File: config.mk
export PLATFORM = sky130hd
export DESIGN_NAME = fifo_1
export DESIGN_NICKNAME = d
export VERILOG_FILES = /design/src/rtl/fifo_1_pkg.sv /design/src/rtl/fifo_1_mem.sv /design/src/rtl/fifo_1.sv
export SDC_FILE = /design/constraint.sdc
export NUM_CORES = 1
export LEC_CHECK = 0
export CAP_MARGIN = 20
export CORE_AREA = 5 5 264 266
export CTS_CLUSTER_DIAMETER = 120
export DETAILED_ROUTE_END_ITERATION = 12
export DIE_AREA = 0 0 269 271
export DONT_BUFFER_PORTS = 1
export SETUP_SLACK_MARGIN = 0.3
export SYNTH_ARGS = -nofsm -noshare
export SYNTH_HDL_FRONTEND = slang
export SYNTH_SLANG_ARGS = --single-unit
File: constraint.sdc
create_clock -name clk_i -period 11.2 [get_ports clk_i]
set_input_delay 2.24 -clock clk_i [delete_from_list [all_inputs] [get_ports clk_i]]
set_output_delay 2.24 -clock clk_i [all_outputs]
set_load 0.01 [all_outputs]
File: src/rtl/fifo_1_pkg.sv
// Shared sizing defaults for the fifo_1 block and its storage.
package fifo_1_pkg;
  localparam int DATA_W_DEF = 32;
  localparam int DEPTH_DEF  = 16;
  localparam int AW_DEF     = $clog2(DEPTH_DEF);
endpackage

File: src/rtl/fifo_1_mem.sv
// DEPTH x DATA_W storage: synchronous write, registered read (1-cycle latency).
// Only the read register is reset; the array never is.
module fifo_1_mem
  import fifo_1_pkg::*;
#(
  parameter int DATA_W = DATA_W_DEF,
  parameter int DEPTH  = DEPTH_DEF,
  parameter int AW     = $clog2(DEPTH)
) (
  input  logic              clk,
  input  logic              rst_n,
  input  logic              wr_en,
  input  logic [AW-1:0]     wr_addr,
  input  logic [DATA_W-1:0] wr_dat,
  input  logic              rd_en,
  input  logic [AW-1:0]     rd_addr,
  output logic [DATA_W-1:0] rd_dat
);
  logic [DATA_W-1:0] mem [DEPTH];

  always_ff @(posedge clk) begin
    if (wr_en) mem[wr_addr] <= wr_dat;
  end

  // Read-before-write on a shared address: a full FIFO doing push+pull gets the old entry.
  always_ff @(posedge clk or negedge rst_n) begin
    if (!rst_n)     rd_dat <= '0;
    else if (rd_en) rd_dat <= mem[rd_addr];
  end
endmodule

File: src/rtl/fifo_1.sv
// Synchronous FIFO: 1-cycle registered read, flags decoded from the occupancy count.
// Push while full is dropped unless paired with a pull; pull while empty is ignored.
module fifo_1
  import fifo_1_pkg::*;
#(
  parameter int DATA_W = DATA_W_DEF,
  parameter int DEPTH  = DEPTH_DEF,
  parameter int AW     = $clog2(DEPTH)
) (
  input  logic              clk_i,
  input  logic              rst_i,
  input  logic [DATA_W-1:0] data_i,
  input  logic              push_i,
  input  logic              pull_i,
  output logic [DATA_W-1:0] data_o,
  output logic              full_o,
  output logic              empty_o
);
  logic [AW-1:0] wr_ptr;
  logic [AW-1:0] rd_ptr;
  logic [AW:0]   count;
  logic          push_ok;
  logic          pull_ok;

  assign empty_o = (count == '0);
  assign full_o  = (count == (AW+1)'(DEPTH));
  assign pull_ok = pull_i && !empty_o;
  // A full FIFO still takes a push when the same edge frees a slot.
  assign push_ok = push_i && (!full_o || pull_ok);

  always_ff @(posedge clk_i or negedge rst_i) begin
    if (!rst_i) begin
      wr_ptr <= '0;
      rd_ptr <= '0;
      count  <= '0;
    end else begin
      if (push_ok) wr_ptr <= wr_ptr + AW'(1);
      if (pull_ok) rd_ptr <= rd_ptr + AW'(1);
      case ({push_ok, pull_ok})
        2'b10:   count <= count + (AW+1)'(1);
        2'b01:   count <= count - (AW+1)'(1);
        default: count <= count;
      endcase
    end
  end

  fifo_1_mem #(
    .DATA_W (DATA_W),
    .DEPTH  (DEPTH),
    .AW     (AW)
  ) u_mem (
    .clk     (clk_i),
    .rst_n   (rst_i),
    .wr_en   (push_ok),
    .wr_addr (wr_ptr),
    .wr_dat  (data_i),
    .rd_en   (pull_ok),
    .rd_addr (rd_ptr),
    .rd_dat  (data_o)
  );
endmodule

# After elaboration in Yosys (flattened, before gate mapping)
# Memory sizes are Yosys's and may differ from the RTL's. A register that Yosys moved wholly into a read port is not among the register bits.
# Index checks and enable logic that the tools add are counted.
[classes] n_addsub=4 eq_ne=3 n_mux=3 reduce_logical=8
[op_table] operator="$pmux 5 s2" n=1
[op_table] operator="$add 4x1->4 const B" n=2
[op_table] operator="$add 5x1->5 const B" n=1
[op_table] operator="$eq 5x5->1 const B" n=1
[op_table] operator="$logic_not 5->1" n=1
[op_table] operator="$sub 5x1->5 const B" n=1
[op_table] operator="$logic_not 1->1" n=3
[op_table] operator="$eq 2x1->1 const B" n=1
[op_table] operator="$eq 2x2->1 const B" n=1
[op_table] operator="$logic_and 1x1->1" n=2
[op_table] operator="$mux 1" n=2
[op_table] operator="$reduce_bool 2->1" n=1
[op_table] operator="$logic_or 1x1->1" n=1
[totals] regBits=13 mem_bits_rw=512 input_bits=36 output_inout_bits=34 word_cells=22 memories=1
[mem_list] name="u_mem.mem" depth=16 word_bits=32 read_ports=1 rd_ports_with_merged_regs=1 wr=1 line_no="fifo_1_mem.sv:19" text="logic [DATA_W-1:0] mem [DEPTH];"

# Depth between registers and ports, before layout
[logic_depth] word_depth=7 mapped_depth=11 mapped_depth_nobuf=10

# Modules after synthesis
# A second synthesis with hierarchy kept.
[unflattened] hier_cells=959 hier_area_um2=21650.8
[modules_own_cells] module="fifo_1_mem" instances=1 cells_per_inst=876 area_per_inst_um2=20788.7 seq_area_each_um2=16175.5
[modules_own_cells] module="fifo_1" instances=1 cells_per_inst=83 area_per_inst_um2=862.1 seq_area_each_um2=325.3

# Worst setup path after synthesis
# Ideal clock, no wire load.
[synth_timing] path_type="input to register" startpoint="input pull_i" endpoint="memory u_mem.mem[3][0] in the netlist's numbering (enable)" setup_ns=0.502 t_arrival_ns=5.451 required_time_ns=10.698 path_slack_ns=5.248 cell_stages=2 path_buffers=0 path_cell_list="o21ai_1 nor4_1"
[synth_via] elab_chain_len=5
[synth_rtl] element="from (decl)" line_no="fifo_1.sv:14" text="input logic pull_i,"
[synth_rtl] element="$logic_and 1x1->1" line_no="fifo_1.sv:27" text="assign pull_ok = pull_i && !empty_o;"
[synth_rtl] element="$logic_or 1x1->1" line_no="fifo_1.sv:29" text="assign push_ok = push_i && (!full_o || pull_ok);"
[synth_rtl] element="$logic_and 1x1->1" line_no="fifo_1.sv:29"
[synth_rtl] element="$mux 1" line_no="fifo_1_mem.sv:22" text="if (wr_en) mem[wr_addr] <= wr_dat;"
[synth_rtl] element="$mux 1 (not written as such)" line_no="fifo_1_mem.sv:22"
[synth_rtl] element="to (decl)" line_no="fifo_1_mem.sv:19"
# Every way passes these cells.

# Worst setup path after layout
[layout_timing] startpoint="register count[0]" endpoint="output full_o"
[layout_via] elab_chain_len=1
[layout_rtl] element="from (decl)" line_no="fifo_1.sv:21" text="logic [AW:0] count;"
[layout_rtl] element="from (signal assigned)" line_no="fifo_1.sv:40" text="2'b10: count <= count + (AW+1)'(1);"
[layout_rtl] element="from (signal assigned)" line_no="fifo_1.sv:41" text="2'b01: count <= count - (AW+1)'(1);"
[layout_rtl] element="from (signal assigned)" line_no="fifo_1.sv:42" text="default: count <= count;"
[layout_rtl] element="$eq 5x5->1" line_no="fifo_1.sv:26" text="assign full_o = (count == (AW+1)'(DEPTH));"
[layout_rtl] element="to (decl)" line_no="fifo_1.sv:16" text="output logic full_o,"
# Every way passes these cells.

==> impl_metrics.ini <==
[timing]
min_period_ns = 4.183
tightest_slew_ns = 1.073
timing.setup.tns_ns = 0
finalSetupViolCount = 0
fin_skew_ns = 0.02119
rsz0062_at_grt = false
relSlewSlack = 0.2844
slew_violations = 0
setup_ws_ns = 7.017
final_hold_viol_count = 0
fmax_mhz = 239.1
period_share = 0.3734

[yosys]
avgSynthCellArea_sq_um = 22.33
synth_edf_count = 512
synth_top_cell_by_area = edfxtp_1
netlist_instances = 947
synth-async-reset-ratio = 0.08079
synth_cell_type_count = 42
synth_seq_area_share = 0.7803
yosysWarnings = 0
synth_nets = 992
synth-seq-cells = 557
ys_top_cells_by_area = edfxtp_1 (73%), mux4_2 (14%), dfrtp_1 (5.3%), o22ai_1 (1.9%), mux2_2 (1.8%)
synth_area_sq_um = 21150
synth_ff_type = edfxtp_1
synth_top_area_frac = 0.7270

[clock_tree]
clk_path_buf_depth = 3
ctsResizeCount = 0
cts.sinks = 557
numCtsBuffers = 55
hold_buffers = 0
post-cts-setup-buffers = 0
root_buffer = clkbuf_16
cts.clk_slew.worst_paths_ns = 0.06
cts_tree = done
htreeDepth = 2
clk_latency_ns = 0.61

[cells_and_area]
fillCellCount = 6116
antenna_cells = 0
postLayoutCoreUtil = 0.3592
area_delta_synth_final_pct = 13.48
final_common_cell = edfxtp_1
nNetsFinal = 1018
drive_gt1_frac = 0.2888
final_cell_mix = edfxtp_1 (512), mux4_2 (128), o22ai_1 (64), clkbuf_16 (55), dfrtp_1 (42)

[pwr]
netSwitchingFraction = 0.2813
p_leak_nw = 7.448
p_clk_frac = 0.298
p_seq_frac = 0.473
power.share.combinational = 0.229
p_switching_w = 0.001668
p_int_w = 0.004261
vdd_drop_max_uv = 142.3
p_per_area_nw_per_um2 = 247.1

[global_routing]
grt_util_all_layers = 0.1227
antenna_found_initial = 0
grt_overflow = 0
grt_pass1_vias = 10075
grt_max_degree = 71
grt_pass1_wl_microns = 67010

[critical_path]
crit_required_ns = 8.96
critPathKind = flip-flop to primary output
critPathLaunch = count[0]$_DFFE_PN0P_
crit_path_end_kind = primary output
rr_startpoint = rd_ptr[2]$_DFFE_PN0N_
worstPathMaxFanout = 5
arrival_ns = 1.94
start_kind = flip-flop

[die]
initial_core_util = 0.3166
core_area_sq_um = 66800
die_area_sq_um = 72900
die_h_microns = 271
ios = 70
die_x_microns = 269
rows = 95

[min_path]
hold_path_class = flip-flop to flip-flop
hp-start = count[3]$_DFFE_PN0P_

[placed_design]
portBuffers = 0
hpwl_microns = 23180
gp_congestion = 0.6829
preCtsSetupSlack_ns = 6.504

[routing]
drc = 0
finalWirelength_microns = 44560
num_vias = 9461
drtIter0Drc = 710
dr.pass1.iters = 4
antenna_left = 0
wl_per_cell_microns = 23.56
drt-vias-per-instance = 5.003

[run]
max-cap-violations = 0

[status]
status = complete, no violations
layout make-up:
cell class                      count  area [sq um]  share of cell area
Sequential cell                   557         16510              0.6880
Clock buffer                       85          1629             0.06788
Timing Repair Buffer               22         177.7            0.007404
Multi-Input combinational cell    327          4433              0.1847
Tap cell                          873          1092             0.04552
Inverter                           10         37.54            0.001564
Clock inverter                     17         118.9            0.004953
per-layer routing:
layer	GRT usage	routed length, microns
met1	0.1591	18390
met2	0.2054	22440
met3	0.03598	2851
met4	0.02749	876
met5	0	0
cell families (layout without fill, tap and decap cells):
family	count (synthesis)	in the layout	share of synthesized area
AO/OA/AOI/OAI	109	109	0.03124
AND/OR/NAND/NOR	36	36	0.009999
buffers and inverters	63	134	0.01367
XOR/XNOR	9	9	0.003728
flip-flops	557	557	0.7803
multiplexers	164	164	0.1554
adder cells (fa/ha/maj)	9	9	0.005680
cells in the mapped netlist (2+ instances only):
| library cell | number |
|---|---|
| buf_1 | 6 |
| ha_1 | 8 |
| nor4_1 | 5 |
| clkbuf_1 | 24 |
| buf_4 | 7 |
| and2_1 | 8 |
| buf_2 | 14 |
| or2_2 | 2 |
| o21ai_0 | 2 |
| mux2_1 | 2 |
| edfxtp_1 | 512 |
| nor2_1 | 5 |
| nand4_1 | 2 |
| nor3b_1 | 2 |
| mux4_2 | 128 |
| o21a_1 | 3 |
| dfrtp_1 | 45 |
| xnor2_1 | 8 |
| mux2_2 | 33 |
| nand2_1 | 4 |
| nand3_1 | 2 |
| o22ai_1 | 64 |
| inv_1 | 9 |
| a21oi_1 | 33 |
| nand2b_1 | 2 |
worst paths after layout:
check	endpoint	slack [ns]	cells past startpoint
setup / recovery	full_o	7.02	3
hold / removal	count[3]$_DFFE_PN0P_	0.56	1
setup reg to reg	u_mem.rd_dat[29]$_DFFE_PN0N_	7.79	6
hold reg to reg	count[3]$_DFFE_PN0P_	0.56	1
max in group asynchronous	rd_ptr[2]$_DFFE_PN0N_	9.74	0
min in group asynchronous	u_mem.rd_dat[21]$_DFFE_PN0N_	1.34	0
per-stage QoR:
stage | power [W] | hold slack, ns | instances | area (sq um)
after floorplan | 0.003837 | 0.5022 | 947 | 21150
after global placement | 0.004219 | 0.5332 | 1788 | 22230
after detailed placement | 0.004252 | 0.5535 | 1788 | 22230
after CTS | 0.006029 | 0.5667 | 1890 | 23980
after global routing | 0.006235 | 0.5775 | 1891 | 24000
final | 0.005929 | 0.5644 | 1891 | 24000
critical path: stages (launching register included):
cell and delay (ns):
dfrtp_1 0.44, nor4_1 0.58, nand2_1 0.19, inv_1 0.14
registers in the layout, summed over array words and instances, names as in the netlist:
name          count
u_mem.mem       512
u_mem.rd_dat     32
count             5
rd_ptr            4
wr_ptr            4
power groups by stage:
stage          logic [W]  registers [W]  clock network, W
4_1_cts          0.00139        0.00282           0.00181
3_3_place_gp     0.00137        0.00285                 0
3_5_place_dp     0.00139        0.00286                 0
6_report         0.00136        0.00280           0.00177
5_1_grt          0.00148        0.00285           0.00191
2_1_floorplan    0.00115        0.00268                 0
(Power assumes the default switching activity.)
